===== src/rtl/conv_window_mac.sv =====
// Serial windowed multiply-accumulate behind the circular sample buffer: one tap per cycle, valid/ready result.
// Optional build macro CONV_RELU_EN clamps negative dot products to zero when the result is loaded.
module conv_window_mac #(
    parameter int Buffer_size = 24,
    parameter int N           = 8,
    parameter int ACC_W       = 20,
    localparam int IDX_W      = (N > 1) ? $clog2(N) : 1
) (
    input  logic                    clk,
    input  logic                    rst,
    input  logic                    win_valid,
    output logic                    win_ready,
    input  logic [7:0]              win_base,
    output logic [7:0]              read_addr [0:N-1],
    input  logic [7:0]              read_data [0:N-1],
    input  logic                    coef_we,
    input  logic [IDX_W-1:0]        coef_idx,
    input  logic [7:0]              coef_data,
    output logic                    out_valid,
    input  logic                    out_ready,
    output logic signed [ACC_W-1:0] out_data,
    output logic                    bad_base
);

    localparam logic [1:0] S_IDLE = 2'd0;
    localparam logic [1:0] S_ACC  = 2'd1;
    localparam logic [1:0] S_OUT  = 2'd2;

    logic [1:0]              state;
    logic [7:0]              base_reg;
    logic [IDX_W-1:0]        k;
    logic signed [ACC_W-1:0] acc;
    logic signed [ACC_W-1:0] acc_next;
    logic signed [ACC_W-1:0] result;
    logic signed [7:0]       coef [0:N-1];
    logic [8:0]              addr_sum [0:N-1];
    logic signed [16:0]      product;
    logic                    base_ok;

    assign win_ready = (state == S_IDLE);
    assign out_valid = (state == S_OUT);

    always_comb begin
        base_ok = ({1'b0, win_base} < 9'(Buffer_size));
    end

    // base_reg < Buffer_size and i < N <= Buffer_size, so one conditional subtract wraps correctly
    always_comb begin
        for (int i = 0; i < N; i++) begin
            addr_sum[i] = {1'b0, base_reg} + 9'(i);
            if (addr_sum[i] >= 9'(Buffer_size))
                read_addr[i] = 8'(addr_sum[i] - 9'(Buffer_size));
            else
                read_addr[i] = addr_sum[i][7:0];
        end
    end

    always_comb begin
        product  = $signed({1'b0, read_data[k]}) * coef[k];
        acc_next = acc + ACC_W'(product);
`ifdef CONV_RELU_EN
        result   = acc_next[ACC_W-1] ? '0 : acc_next;
`else
        result   = acc_next;
`endif
    end

    always_ff @(posedge clk or posedge rst) begin
        if (rst) begin
            state    <= S_IDLE;
            base_reg <= '0;
            k        <= '0;
            acc      <= '0;
            out_data <= '0;
            bad_base <= 1'b0;
        end else begin
            bad_base <= 1'b0;
            case (state)
                S_IDLE: begin
                    if (win_valid) begin
                        if (base_ok) begin
                            base_reg <= win_base;
                            acc      <= '0;
                            k        <= '0;
                            state    <= S_ACC;
                        end else begin
                            bad_base <= 1'b1;
                        end
                    end
                end
                S_ACC: begin
                    acc <= acc_next;
                    k   <= k + 1'b1;
                    if (k == IDX_W'(N - 1)) begin
                        out_data <= result;
                        state    <= S_OUT;
                    end
                end
                S_OUT: begin
                    if (out_ready)
                        state <= S_IDLE;
                end
                default: state <= S_IDLE;
            endcase
        end
    end

    // Kernel is frozen outside IDLE so every window sees one consistent set of taps
    always_ff @(posedge clk or posedge rst) begin
        if (rst) begin
            for (int i = 0; i < N; i++)
                coef[i] <= '0;
        end else if (coef_we && state == S_IDLE) begin
            coef[coef_idx] <= coef_data;
        end
    end

endmodule


===== config.mk =====
export PLATFORM = sky130hd
export DESIGN_NAME = conv_window_mac
export DESIGN_NICKNAME = d
export VERILOG_FILES = /design/src/rtl/conv_window_mac.sv
export SDC_FILE = /design/constraint.sdc
export NUM_CORES = 1
export LEC_CHECK = 0
export ABC_AREA = 1
export CAP_MARGIN = 15
export CORE_MARGIN = 2
export CORE_UTILIZATION = 39
export DETAILED_ROUTE_END_ITERATION = 8
export SYNTH_ARGS = -nofsm -noshare
export SYNTH_HDL_FRONTEND = slang
export SYNTH_SLANG_ARGS = --single-unit

===== constraint.sdc =====
create_clock -name clk -period 11.3 [get_ports clk]
set_input_delay 1.13 -clock clk [delete_from_list [all_inputs] [get_ports clk]]
set_output_delay 1.13 -clock clk [all_outputs]
set_load 0.005 [all_outputs]

-- After elaboration in Yosys (flattened, before gate mapping)
Index checks and enable logic that the tools add are counted.
- $add $sub $neg: 17
- multipliers: 1
- magnitude comparators: 12
- equality and inequality tests: 7
- mux-type cells: 31
- bitwise operators: 2
- reductions and logical operators: 8
- operators with widths (cell ; number):
    two-way mux 8 bit ; 13
    bitwise mux 64 bit ; 1
    subtractor 8 x 5 -> 8 bit (second input constant) ; 8
    >= comparator 9 x 5 -> 1 bit (second input constant) ; 7
    binary-select mux 8 bit (select 3 bit) ; 2
    two-way mux 20 bit ; 2
    case mux 20 bit (2 select lines) ; 1
    adder 8 x 3 -> 9 bit (second input constant) ; 4
    demux 8 bit (select 3 bit) ; 1
    adder 20 x 17 -> 20 bit ; 1
    adder 8 x 2 -> 9 bit (second input constant) ; 2
    multiplier 9 x 8 -> 17 bit ; 1
    adder 8 x 1 -> 9 bit (second input constant) ; 1
    >= comparator 4 bit (second input constant) ; 2
    >= comparator 8 x 5 -> 1 bit (second input constant) ; 1
    < comparator 8 x 5 -> 1 bit (second input constant) ; 1
    two-way mux 2 bit ; 4
    inverter 3 -> 4 bit ; 2
    two-way mux 3 bit ; 2
    case mux 2 bit (3 select lines) ; 1
    case mux 3 bit (2 select lines) ; 1
    AND reduction 3 bit ; 2
    < comparator 4 x 1 -> 1 bit (second input constant) ; 1
    inequality test 2 x 1 -> 1 bit (second input constant) ; 2
    other kinds (11) ; 15
- register bits: 118
- input port bits: 88
- output and inout port bits: 87
- word-level logic and storage cells: 92

-- Longest topological paths before layout
Gate-level depths: netlist of run 1.
- word-level depth: 7
- depth in mapped cells: 29

-- Worst setup path before layout of run 1
Ideal clock, no wire load.
- path type: input -> register
- start: input port read_data[48] in the netlist's numbering
- end: register acc[13]
- arrival: 5446 ps
- path slack: 5727 ps
- stages on the path: 20
- buffers on the path: 0
- cell sequence: o21ai_0 -> o22ai_1 -> o21ai_1 -> nand2_1 -> fa_1 -> fa_1 -> inv_1 -> fa_1 -> fa_1 -> fa_1 -> ha_1 -> nand2_1 -> nor2_1 -> nand3_1 -> nand2_1 -> nand3_1 -> nand2_1 -> nand2_1 -> nand3_1 -> o21ai_0
- cells in the longest elaborated chain, start to end: 6
- RTL lines (element ; line ; text):
    start, declared ; 15 ; input logic [7:0] read_data [0:N-1],
    binary-select mux 8 bit (select 3 bit) ; 59 ; product = $signed({1'b0, read_data[k]}) * coef[k];
    two-way mux 8 bit (not written as such) (2 in a row) ; 59 ;
    multiplier 9 x 8 -> 17 bit ; 59 ;
    adder 20 x 17 -> 20 bit ; 60 ; acc_next = acc + ACC_W'(product);
    case mux 20 bit (2 select lines) ; 78 ; case (state)
    end signal, assigned ; 92 ; acc <= acc_next;
    end, declared ; 32 ; logic signed [ACC_W-1:0] acc;
Every way passes these cells. The select of a mux whose other input is x is not followed.
A chain may end at the register's enable or synchronous reset.

-- Worst setup path after layout of run 1
- start: register k[1]
- end: register acc[13]
- cells in the longest elaborated chain, start to end: 7
- elaborated cells on any way between the ends: 10
- those cells by class: add/sub: 1; mul: 1; mux: 7; bitwise: 1
- RTL lines (element ; line ; text):
    start, declared ; 31 ; logic [IDX_W-1:0] k;
    start signal, assigned ; 93 ; k <= k + 1'b1;
    inverter 3 -> 4 bit (not written as such) (*) ; 59 ;
    binary-select mux 8 bit (select 3 bit) ; 59 ;
    two-way mux 8 bit (not written as such) (2 in a row) ; 59 ;
    multiplier 9 x 8 -> 17 bit (*) ; 59 ;
    adder 20 x 17 -> 20 bit (*) ; 60 ;
    case mux 20 bit (2 select lines) (*) ; 78 ;
Every way passes the cells marked *; elsewhere a longest branch is shown, timed or not. The select of a mux whose other input is x is not followed.

==> results of run 1 <==
-- kinds of logic after synthesis --
group | after synthesis | synth area share [%]
fa+ha+maj | 134 | 18.8
simple gates | 633 | 25.7
compound gates | 260 | 13.1
buf+inv | 294 | 11.8
flops | 118 | 27.0
xor+xnor | 36 | 3.57
-- cells in the mapped netlist (all sizes together) (7+ instances only) --
library cell | n | area share [%]
nand4 | 14 | 0.80
nand3 | 67 | 3.2
o21ai | 172 | 8.2
a21oi | 38 | 1.7
clkbuf | 20 | 0.69
o22ai | 24 | 1.4
nor2 | 161 | 6.4
buf | 53 | 3.5
dfrtp | 118 | 27
xor2 | 31 | 3.2
nand2 | 364 | 13
nand3b | 10 | 0.72
fa | 51 | 9.3
and2 | 7 | 0.40
ha | 83 | 9.5
inv | 218 | 7.5
-- metal layers --
metal	part of all wire, %	track usage [%]	vias up	wire length (microns)
met4	2.2	6.78	0	660
met5	0	0	-	0
li1	-	-	4922	-
met2	48	36.1	277	14300
met1	45	27.7	4595	13600
met3	4.8	3.18	42	1460
-- placed cells by master (no fill, tap or decap), types with 7 or more instances in the layout --
cell type	count
nand2_1	349
nand3_1	63
nand4_1	14
xor2_1	24
inv_1	203
buf_4	8
o21ai_1	17
fa_1	51
nor2_1	148
nand2_2	11
a21oi_1	38
o21ai_2	10
nand3b_1	9
clkbuf_16	17
ha_1	83
o22ai_1	24
clkdlybuf4s50_1	174
inv_2	12
dfrtp_1	117
o21ai_0	145
and2_1	7
-- worst paths after layout --
| kind | from | endpoint | slack (ns) |
|---|---|---|---|
| min in group asynchronous | rst | bad_base$_DFF_PP0_ | 1.11 |
| min | coef[44]$_DFFE_PP0P_ | coef[44]$_DFFE_PP0P_ | 0.48 |
| max | k[1]$_DFFE_PP0P_ | acc[13]$_DFFE_PP0P_ | 4.67 |
| max in group asynchronous | rst | k[0]$_DFFE_PP0P_ | 8.71 |
| min reg2reg | coef[44]$_DFFE_PP0P_ | coef[44]$_DFFE_PP0P_ | 0.48 |
| max reg2reg | k[1]$_DFFE_PP0P_ | acc[13]$_DFFE_PP0P_ | 4.67 |
-- layout make-up --
| cell class | count | area share [%] |
|---|---|---|
| multi-input cells | 1063 | 50.0 |
| flip-flops and latches | 118 | 22.0 |
| repair buffers | 182 | 13.4 |
| inverters | 221 | 6.26 |
| well taps | 378 | 3.53 |
| clock buffers | 20 | 3.48 |
| clock inverters | 12 | 1.23 |
-- metrics by stage --
step / util, % / std cells / hold WS, ns / worst slack, ns / instance area, sq um
global placement: 46.1 / 1962 / 0.460 / 4.75 / 12800
detailed placement: 46.1 / 1962 / 0.468 / 4.67 / 12800
global route: 48.4 / 1994 / 0.500 / 4.25 / 13400
CTS: 48.4 / 1994 / 0.483 / 4.67 / 13400
floorplan: - / 1475 / 0.448 / 5.73 / 10900
finish: 48.4 / 1994 / 0.482 / 4.67 / 13400
-- worst register-to-register path, stage by stage, from the launching register on --
cell,delay [ns]
dfrtp_1,0.36
buf_4,0.25
inv_1,0.75
nand3_1,0.17
nand3_1,0.16
nand2_1,0.24
inv_1,0.46
nand2_1,0.16
fa_1,0.55
fa_1,0.54
inv_1,0.06
fa_1,0.51
fa_1,0.57
fa_1,0.42
ha_1,0.36
nand2_1,0.10
nor2_1,0.16
nand3_1,0.10
nand2_1,0.19
nand3_1,0.12
nand2_1,0.07
nand2_1,0.06
nand3_1,0.07
o21ai_0,0.07
==> flow_summary.json, run 1 <==
{
  "skew_ns": 0.0135,
  "nNetsFinal": 1825,
  "wirelength_microns": 30000,
  "viasPerCell": 4.93,
  "start_util_pct": 39.5,
  "htree_levels": 4,
  "track_usage_pct": 21.2,
  "hold_depth": 2,
  "core_sq_mm": 0.0277,
  "syn_avg_cell_area_sq_um": 7.42,
  "ys_types": 50,
  "die-area_sq_mm": 0.0294,
  "critical_path.max_fanout": 42,
  "fmax_ghz": 0.151,
  "layout-drive-gt1-share_pct": 6.99,
  "area_growth_pct": 22.5,
  "reg2reg_depth": 23,
  "synth_area_sq_mm": 0.0109,
  "regMostFlops": "coef",
  "crit_family": "adder cells",
  "path_buf_inv": 4,
  "syn_nets": 1697,
  "remaining_drc_errors": 0,
  "hold_buffers": 0,
  "clk_pin_slew_ns": 0.06,
  "synth_edf_count": 0,
  "hold_class": "flip-flop to flip-flop",
  "vias": 9836,
  "grt_pass1_wl_microns": 49200,
  "hpwl_microns": 22700,
  "synth.ff_latch_count": 118,
  "cts.path.max_buffers": 2,
  "cts_tree": "yes",
  "insertedDiodeCount": 0,
  "slew_viol_final": 0,
  "grt_pass1_vias": 9684,
  "finalSetupViolCount": 0,
  "synth_async_sr_flop_share_pct": 100,
  "reg_top3": "coef (64), acc (20), out_data (20)",
  "status": "complete, no violations",
  "max_slew_margin_pct": 31.1,
  "synth_cells": 1475,
  "period_minus_slack_ns": 6.63,
  "die_x_microns": 172,
  "postCtsSetupBuffers": 0,
  "multi_input_area_sq_mm": 0.00670,
  "ys_dominant_reg_cell": "dfrtp_1",
  "final.setup.tns_ns": 0,
  "nFillCells": 2714,
  "path_cells": "buf_4 > inv_1 > nand3_1 > nand3_1 > nand2_1 > inv_1 > nand2_1 > fa_1 > fa_1 > inv_1 > fa_1 > fa_1 > fa_1 > ha_1 > nand2_1 > nor2_1 > nand3_1 > nand2_1 > nand3_1 > nand2_1 > nand2_1 > nand3_1 > o21ai_0",
  "gp_congestion": 0.909,
  "critPathMostFrequentCell": "nand2_1",
  "slowest_stage": "inv_1",
  "worst_slew_pin_slew_ns": 1.03,
  "clk_latency_ns": 0.42,
  "rows": 61,
  "wire_per_inst_microns": 15.1,
  "finalHoldViolations": 0,
  "required_ns": 11.60,
  "cp.depth": 23,
  "crit_type": "flip-flop to flip-flop",
  "numPortBuffers": 174,
  "dieHeight_microns": 172,
  "final.period_utilization_pct": 58.7,
  "crit_path_end_kind": "flip-flop",
  "yosys_warnings": 0,
  "cts_resized": 0,
  "pin_count": 175,
  "seq_area_sq_mm": 0.00295,
  "crit_arrival_ns": 6.93,
  "cts_root_buf": "clkbuf_16",
  "antenna_found_initial": 0,
  "numCtsBuffers": 17,
  "drtAntennaViolNets": 0,
  "cts_sinks": 118,
  "start_kind": "flip-flop",
  "drt_iter0_markers": 635,
  "grt_max_degree": 79,
  "ys_seq_area_share_pct": 27.0,
  "grt_overflow": 0,
  "largest_reg_flops": 64,
  "drtPass1Iterations": 5,
  "max_cap_viol_count": 0,
  "slowest_delay_ns": 0.72,
  "rsz0062_at_grt": "no"
}
Power of run 1 is left out: the tool's default activity adds up to more than one toggle a clock period on the data nets, which glitch-free logic cannot reach.
==> run 2: changes to the inputs <==
==> constraint.sdc (replaced) <==
create_clock -name clk -period 5.6 [get_ports clk]
set_input_delay 0.56 -clock clk [delete_from_list [all_inputs] [get_ports clk]]
set_output_delay 0.56 -clock clk [all_outputs]
set_load 0.005 [all_outputs]
==> flow_summary.json, run 2 (synthesis results as in run 1) <==
{
  "place_area_sq_mm": 0.0132,
  "layout_common_cells": "nand2_1, inv_1, clkdlybuf4s50_1",
  "status": "complete, no violations",
  "nNetsFinal": 1882,
  "insertedDiodeCount": 0,
  "grt_pass1_vias": 9754,
  "die_x_microns": 172,
  "place_inst": 2016,
  "numCtsBuffers": 17,
  "start_util_pct": 39.5,
  "finalSetupViolCount": 0,
  "crit_family": "adder cells",
  "final_cells": 2051,
  "max_slew_margin_pct": 36.0,
  "max_cap_viol_count": 0,
  "fmax_ghz": 0.188,
  "htree_levels": 4,
  "hold_end": "acc[14]$_DFFE_PP0P_",
  "remaining_drc_errors": 0,
  "hold_depth": 2,
  "reg2reg_depth": 25,
  "finalHoldViolations": 0,
  "nFillCells": 2733,
  "required_ns": 5.92,
  "area_growth_pct": 27.4,
  "worst_slew_pin_slew_ns": 0.959,
  "hpwl_microns": 23100,
  "clk_latency_ns": 0.44,
  "fin_area_sq_mm": 0.0139,
  "hold_class": "flip-flop to flip-flop",
  "cts.path.max_buffers": 2,
  "cts_tree": "yes",
  "slowest_delay_ns": 0.55,
  "cts_root_buf": "clkbuf_16",
  "rrSetupSlack_ns": 0.29,
  "wire_per_inst_microns": 14.7,
  "clk_pin_slew_ns": 0.07,
  "antenna_found_initial": 0,
  "pin_count": 175,
  "drtAntennaViolNets": 0,
  "holdWs_ns": 0.479,
  "gp_congestion": 0.916,
  "start_kind": "flip-flop",
  "final.setup.tns_ns": 0,
  "crit_arrival_ns": 5.63,
  "viasPerCell": 4.86,
  "reg_top3": "coef (64), acc (20), out_data (20)",
  "grt_pass1_wl_microns": 48800,
  "wirelength_microns": 30100,
  "die-area_sq_mm": 0.0294,
  "layout-drive-gt1-share_pct": 11.4,
  "rr_startpoint": "k[0]$_DFFE_PP0P_",
  "drtPass1Iterations": 6,
  "r2r_end": "out_data[19]$_DFFE_PP0P_",
  "hold_buffers": 0,
  "numPortBuffers": 174,
  "largest_reg_flops": 64,
  "grt_max_degree": 69,
  "track_usage_pct": 21.2,
  "rows": 61,
  "dieHeight_microns": 172,
  "slowest_stage": "fa_1",
  "period_minus_slack_ns": 5.31,
  "vias": 9977,
  "slew_viol_final": 0,
  "cts_sinks": 118,
  "crit_path_end_kind": "flip-flop",
  "rsz0062_at_grt": "yes",
  "core_sq_mm": 0.0277,
  "crit_type": "flip-flop to flip-flop",
  "critical_path.max_fanout": 16,
  "final.period_utilization_pct": 94.8,
  "regMostFlops": "coef",
  "final_common_cell": "nand2_1",
  "grt_overflow": 0,
  "worstHoldStart": "acc[14]$_DFFE_PP0P_",
  "drt_iter0_markers": 547,
  "skew_ns": 0.0141,
  "path_buf_inv": 7
}
## run 2: final cells by class
| class | count | area (sq um) | share of cell area [%] |
|---|---|---|---|
| Clock buffer | 17 | 425 | 3.05 |
| Clock inverter | 15 | 159 | 1.14 |
| Inverter | 221 | 841 | 6.03 |
| Multi-Input combinational cell | 1063 | 6800 | 48.8 |
| Sequential cell | 118 | 2960 | 21.2 |
| Tap cell | 378 | 473 | 3.39 |
| Timing Repair Buffer | 239 | 2280 | 16.4 |
## run 2: timing repair
action	4_1_cts	5_1_grt
endpoints found under the setup margin	0	22
gates resized for setup	0	25
setup buffers	0	2
## run 2: worst max path at each step
stage                           startpoint                  endpoint  depth (start not counted)
after floorplan           k[0]$_DFFE_PP0P_       acc[13]$_DFFE_PP0P_                         25
after global placement       read_data[31]  out_data[19]$_DFFE_PP0P_                         26
after detailed placement     read_data[31]  out_data[19]$_DFFE_PP0P_                         26
after CTS                 k[2]$_DFFE_PP0P_  out_data[19]$_DFFE_PP0P_                         21
after global routing      k[0]$_DFFE_PP0P_       acc[19]$_DFFE_PP0P_                         22
final                     k[0]$_DFFE_PP0P_  out_data[19]$_DFFE_PP0P_                         25
## run 2: per-stage QoR
stage	setup slack [ns]	util, %
6_report	0.289	50.3
5_1_grt	-0.0466	50.3
4_1_cts	0.0834	49.8
3_5_place_dp	-0.117	47.7
3_3_place_gp	-0.0695	47.7
2_1_floorplan	0.436	-
## run 2: worst reg2reg max path, delay by kind of cell (launching register included)
kind	cells	cell delay, ns
adder cells (fa/ha/maj)	6	2.74
buffers and inverters	7	0.76
AO/OA/AOI/OAI	2	0.28
AND/OR/NAND/NOR	10	1.00
flip-flops	1	0.45
## run 2: metal layers
| metal | global-route usage [%] | vias to the layer above | part of all wire (%) |
|---|---|---|---|
| met5 | 0 | - | 0 |
| met4 | 6.78 | 0 | 2.2 |
| met3 | 3.18 | 45 | 5.0 |
| met2 | 35.8 | 263 | 47 |
| met1 | 27.8 | 4621 | 46 |
| li1 | - | 5048 | - |
Power of run 2 is left out for the same reason.
